<file path="src/rtl/iob_fifo_async_pkg.sv">
// Shared sizing helpers for the single-clock FIFO and its storage array.
package iob_fifo_async_pkg;

  localparam int DEF_DATA_W = 8;
  localparam int DEF_ADDR_W = 4;
  localparam int DEPTH      = 2 ** DEF_ADDR_W;
  localparam int LVL_W      = DEF_ADDR_W + 1;

  function automatic int fifo_depth(input int aw);
    return 2 ** aw;
  endfunction

  // Level needs one more bit than the address to represent a full FIFO.
  function automatic int fifo_lvl_w(input int aw);
    return aw + 1;
  endfunction

endpackage

</file>
<file path="src/rtl/iob_fifo_mem.sv">
// FIFO storage: one write port, one registered read port whose output resets to 0.
module iob_fifo_mem
  import iob_fifo_async_pkg::*;
#(
  parameter int DATA_W = DEF_DATA_W,
  parameter int ADDR_W = DEF_ADDR_W
) (
  input  logic              clk,
  input  logic              rst_n,
  input  logic              w_en,
  input  logic [ADDR_W-1:0] w_addr,
  input  logic [DATA_W-1:0] w_data,
  input  logic              r_en,
  input  logic [ADDR_W-1:0] r_addr,
  output logic [DATA_W-1:0] r_data
);

  logic [DATA_W-1:0] mem [fifo_depth(ADDR_W)];

  // Array contents are deliberately left unreset.
  always_ff @(posedge clk) begin
    if (w_en) mem[w_addr] <= w_data;
  end

  always_ff @(posedge clk or negedge rst_n) begin
    if (!rst_n)    r_data <= '0;
    else if (r_en) r_data <= mem[r_addr];
  end

endmodule

</file>
<file path="src/rtl/iob_fifo_async.sv">
// Single-clock FIFO exposing the dual-clock FIFO's write/read port set.
module iob_fifo_async
  import iob_fifo_async_pkg::*;
#(
  parameter int DATA_W = DEF_DATA_W,
  parameter int ADDR_W = DEF_ADDR_W
) (
  input  logic                          clk,
  input  logic                          rst_n,
  input  logic                          w_en,
  input  logic [DATA_W-1:0]             w_data,
  output logic                          w_full,
  output logic [fifo_lvl_w(ADDR_W)-1:0] w_level,
  input  logic                          r_en,
  output logic [DATA_W-1:0]             r_data,
  output logic                          r_empty,
  output logic [fifo_lvl_w(ADDR_W)-1:0] r_level
);

  localparam logic [ADDR_W:0] PTR_INC = 1;

  logic [ADDR_W:0] wptr, rptr, level;
  logic            w_go, r_go;

  // Wrap bit disambiguates full from empty when the addresses match.
  assign level   = wptr - rptr;
  assign r_empty = (wptr == rptr);
  assign w_full  = (wptr[ADDR_W-1:0] == rptr[ADDR_W-1:0]) && (wptr[ADDR_W] != rptr[ADDR_W]);
  assign w_level = level;
  assign r_level = level;

  assign w_go = w_en && !w_full;
  assign r_go = r_en && !r_empty;

  always_ff @(posedge clk or negedge rst_n) begin
    if (!rst_n) begin
      wptr <= '0;
      rptr <= '0;
    end else begin
      if (w_go) wptr <= wptr + PTR_INC;
      if (r_go) rptr <= rptr + PTR_INC;
    end
  end

  iob_fifo_mem #(.DATA_W(DATA_W), .ADDR_W(ADDR_W)) u_mem (
    .clk    (clk),
    .rst_n  (rst_n),
    .w_en   (w_go),
    .w_addr (wptr[ADDR_W-1:0]),
    .w_data (w_data),
    .r_en   (r_go),
    .r_addr (rptr[ADDR_W-1:0]),
    .r_data (r_data)
  );

endmodule

</file>
<file path="config.mk">
export PLATFORM = sky130hd
export DESIGN_NAME = iob_fifo_async
export DESIGN_NICKNAME = d
export VERILOG_FILES = /design/src/rtl/iob_fifo_async_pkg.sv /design/src/rtl/iob_fifo_mem.sv /design/src/rtl/iob_fifo_async.sv
export SDC_FILE = /design/constraint.sdc
export NUM_CORES = 1
export LEC_CHECK = 0
export CAP_MARGIN = 20
export CORE_MARGIN = 5
export CORE_UTILIZATION = 50
export DETAILED_ROUTE_END_ITERATION = 10
export GPL_TIMING_DRIVEN = 0
export PLACE_DENSITY = 0.79
export SLEW_MARGIN = 20
export SYNTH_ARGS = -nofsm -noshare
export SYNTH_HDL_FRONTEND = slang
export SYNTH_SLANG_ARGS = --single-unit
</file>
<file path="constraint.sdc">
create_clock -name clk -period 2.9 [get_ports clk]
set_input_delay 0.725 -clock clk [delete_from_list [all_inputs] [get_ports clk]]
set_output_delay 0.725 -clock clk [all_outputs]
set_load 0.03 [all_outputs]
</file>
==> summary.md <==
| Metric | Value |
|---|---|
| Result of the run | finished, violations left |
| Failing checks | negative setup slack |
| Mean cell area of the mapped netlist | 17.4 um2 |
| Clock insertion delay at the later pin of the skew report | 420 ps |
| Post-Synthesis Cells | 343 |
| Number of nets at the end of the flow | 427 |
| Clock-pin slew reported for the worst setup and hold paths after clock tree synthesis | 60 ps |
| Pwr per Cell Area | 1200 nW/um2 |
| Share of synthesized area occupied by flip-flops and latches | 0.721 |
| Fmax | 341 MHz |
| WP data required | 2170 ps |
| Area added between synthesis and finish | 21.7% |
| Largest net degree at the start of global routing | 19 |
| Global-route wire length before repair | 20200 um |
| Ratio of cells with drive above 1 in the final layout | 0.254 |
| FF+latch area | 4300 um2 |
| Initial antenna violation count | 0 |
| Number of buffers inserted for hold repair after clock tree synthesis | 0 |
| Leading area contributor after synthesis | sky130_fd_sc_hd__edfxtp_1 |
| Kind of cell with the highest combined delay on the critical path | adder cells |
| Top post-synthesis cells by area | sky130_fd_sc_hd__edfxtp_1, sky130_fd_sc_hd__dfrtp_1, sky130_fd_sc_hd__mux4_2 |
| Die X-Extent | 119 um |
| Crit-path most repeated cell | sky130_fd_sc_hd__inv_2 |
| Final routed wirelength across all metal layers | 12800 um |
| Number of port buffers | 31 |
| Number of flops mapped to enable cells by yosys | 128 |
| Sinks on the clock net | 146 |
| Count of warnings emitted by yosys | 0 |
| Final Wtd Congestion | 0.825 |
| RSZ-0062 raised after global routing | yes |
| Die Height | 119 um |
| Number of buffers inserted during clock tree synthesis | 17 |
| Worst hold start | u_mem.r_data[7] |
| Commonest cells post-synth | sky130_fd_sc_hd__edfxtp_1, sky130_fd_sc_hd__mux2i_1, sky130_fd_sc_hd__nor2_1 |
| Flop-to-flop setup slack | 280 ps |
| Bufs and invs on worst path | 4 |
| Area of the die | 14200 um2 |
| Setup slack after layout | -33.9 ps |
| Number of synthesized register bits | 146 |
| Final critical delay including setup and external delays | 2930 ps |
| Class of the most critical setup path | reg2out |
| R2R cell count | 9 |
| Sequence of cells on the critical path | inv_2 > ha_4 > inv_2 > fa_2 > a21o_1 > a21oi_2 > xnor2_2 > buf_4 > buf_6 |
| Average wire per cell in the routed design | 22.8 um |
| Maximum Capacitance Violations | 0 |
| Final hold violation count | 0 |
| Number of cells on the worst hold path | 2 |
| Combined global-route utilization of all metal layers | 0.193 |
| Number of setup violations in the final report | 1 |
| TritonCTS clock tree | yes |
| Routed via count divided by cell count | 5.93 |
| Layout Skew | 12.6 ps |
| CP Launch Type | flip-flop |
| Maximum level of the CTS H-tree | 4 |
| Number of ports placed on the die boundary | 32 |
| Number of global-route vias before repair | 3554 |
| Number of distinct standard cells referenced by the synthesized netlist | 34 |
| Proportion of netlist area held by the largest area contributor | 0.646 |
| Worst hold slack | 550 ps |
| Count of routing violations after the opening detailed-route iteration | 266 |
| Number of filler instances in the final layout | 813 |
| Placement row count | 39 |
| Most used flip-flop cell after synthesis | sky130_fd_sc_hd__edfxtp_1 |
| Synthesized net count | 365 |
| Count of antenna-violating nets left after detailed routing | 0 |
| Cell at the slowest stage of the critical path | sky130_fd_sc_hd__dfrtp_1 |
| Slew @ Worst Pin | 915 ps |
| Max-slew violation count | 0 |
| DRC Markers | 0 |
| Slew Limit Headroom | 0.388 |
| Maximum VDD drop | 0.481 mV |
| Initial cell density of the core | 0.515 |
| Final core utilization | 0.627 |
| Endpoint of the worst hold path | u_mem.r_data[7] |
| Area of the multi-input gates | 1560 um2 |
| Placeable core area | 11600 um2 |
| Reg-to-reg critical path startpoint | rptr[2] |
| Final critical-path share of the clock period | 1.01 |
| Path type of the worst min-delay path | reg2reg |
| Antenna cell count | 0 |
| Kind of capture point of the worst setup path | output pin |
| DR pass1 iterations | 7 |
| Detailed Place HPWL | 8200 um |
| Destination of the worst register-to-register timing path | u_mem.mem[11][0] |
| Reported leakage power | 2.58 nW |
| CP max FO | 2 |
| Library cell with the highest instance count after synthesis | sky130_fd_sc_hd__edfxtp_1 |
| Post-synthesis cell area | 5950 um2 |
| Vias | 3329 |
| Gr ovfl total | 0 |
| Data arrival, critical path | 2210 ps |
| Maximum buffer depth of the clock tree | 2 |
| Worst path max stage delay | 400 ps |
| Async set-or-reset flop fraction in the synthesized netlist | 0.123 |
| Clock root buffer | sky130_fd_sc_hd__clkbuf_16 |
## timing repair
action | 4_1_cts | 5_1_grt
resized for setup | 45 | 15
endpoints found under the setup margin | 65 | 40
pin swaps | 2 | 3
setup buffers | 4 | 3
## cell usage in the layout (no fill, tap or decap), types with 3 or more instances in the layout
cell type,count
sky130_fd_sc_hd__edfxtp_1,128
sky130_fd_sc_hd__ha_1,8
sky130_fd_sc_hd__dlygate4sd2_1,3
sky130_fd_sc_hd__buf_2,7
sky130_fd_sc_hd__nand2_1,5
sky130_fd_sc_hd__clkbuf_1,5
sky130_fd_sc_hd__xnor2_1,8
sky130_fd_sc_hd__nor2_1,21
sky130_fd_sc_hd__buf_4,20
sky130_fd_sc_hd__nor4_2,4
sky130_fd_sc_hd__mux2i_1,32
sky130_fd_sc_hd__nand4_1,4
sky130_fd_sc_hd__and3_1,4
sky130_fd_sc_hd__a22oi_1,8
sky130_fd_sc_hd__inv_1,9
sky130_fd_sc_hd__a31oi_1,8
sky130_fd_sc_hd__clkdlybuf4s50_1,21
sky130_fd_sc_hd__nor2_2,3
sky130_fd_sc_hd__clkbuf_16,21
sky130_fd_sc_hd__mux4_2,15
sky130_fd_sc_hd__o22ai_1,15
sky130_fd_sc_hd__dfrtp_1,17
sky130_fd_sc_hd__buf_6,8
sky130_fd_sc_hd__xor2_1,3
## tightest hold or removal path, stage by stage, from the launching register on
cell and delay [ps]:
sky130_fd_sc_hd__dfrtp_1 350, sky130_fd_sc_hd__nor2_1 50, sky130_fd_sc_hd__a31oi_1 120
## how the worst max path moves through the flow
stage          startpoint         endpoint  cells past startpoint
2_1_floorplan     rptr[1]       w_level[3]                      8
3_3_place_gp      rptr[1]  u_mem.mem[3][7]                      7
3_5_place_dp      rptr[1]       w_level[4]                      9
4_1_cts           rptr[1]       w_level[4]                      9
5_1_grt           wptr[0]       w_level[4]                      9
6_report          wptr[0]       w_level[4]                      9
## power breakdown
group          switching, mW  leakage (nW)  internal (mW)  total, mW
clock network          0.838         0.305           1.39       2.23
registers              0.158          1.36           2.61       2.77
logic                   2.16         0.913           1.56       3.72
## registers in the layout (all words and copies together) (netlist names)
name	count
u_mem.mem	128
u_mem.r_data	8
rptr	5
wptr	5
## cells by family (layout without fill, tap and decap cells)
family,count (synthesis),in the layout,synth area share
flip-flops,146,146,0.721
AND/OR/NAND/NOR,51,51,0.0420
multiplexers,48,48,0.115
AO/OA/AOI/OAI,41,41,0.0462
buffers and inverters,34,109,0.0326
XOR/XNOR,13,13,0.0204
adder cells (fa/ha/maj),10,10,0.0223
## routing by layer
| layer | vias to the layer above | part of all wire | track usage |
|---|---|---|---|
| met5 | - | 0 | 0 |
| met2 | 155 | 0.51 | 0.316 |
| met3 | 31 | 0.075 | 0.0483 |
| li1 | 1464 | - | - |
| met4 | 0 | 0.027 | 0.0869 |
| met1 | 1679 | 0.39 | 0.243 |
## through the flow
stage	instances	total power, mW	instance area (um2)	TNS, ps	setup slack, ps
global route	561	9.11	7250	-111	-108
detailed placement	523	6.38	6540	-11370	-621
global placement	517	6.24	6450	-46590	-752
finish	561	8.71	7250	-33.9	-33.9
floorplan	343	5.19	5960	0	65.2
CTS	559	8.64	7210	-20.0	-20.0
## final cells by class
class	count	share of cell area
Clock buffer	23	0.0736
Buffer	21	0.0207
Clock inverter	9	0.0119
Sequential cell	146	0.593
Inverter	12	0.00691
Timing Repair Buffer	44	0.0542
Multi-Input combinational cell	163	0.215
Tap cell	143	0.0247
No activity file was read; power rests on OpenSTA's default activity.
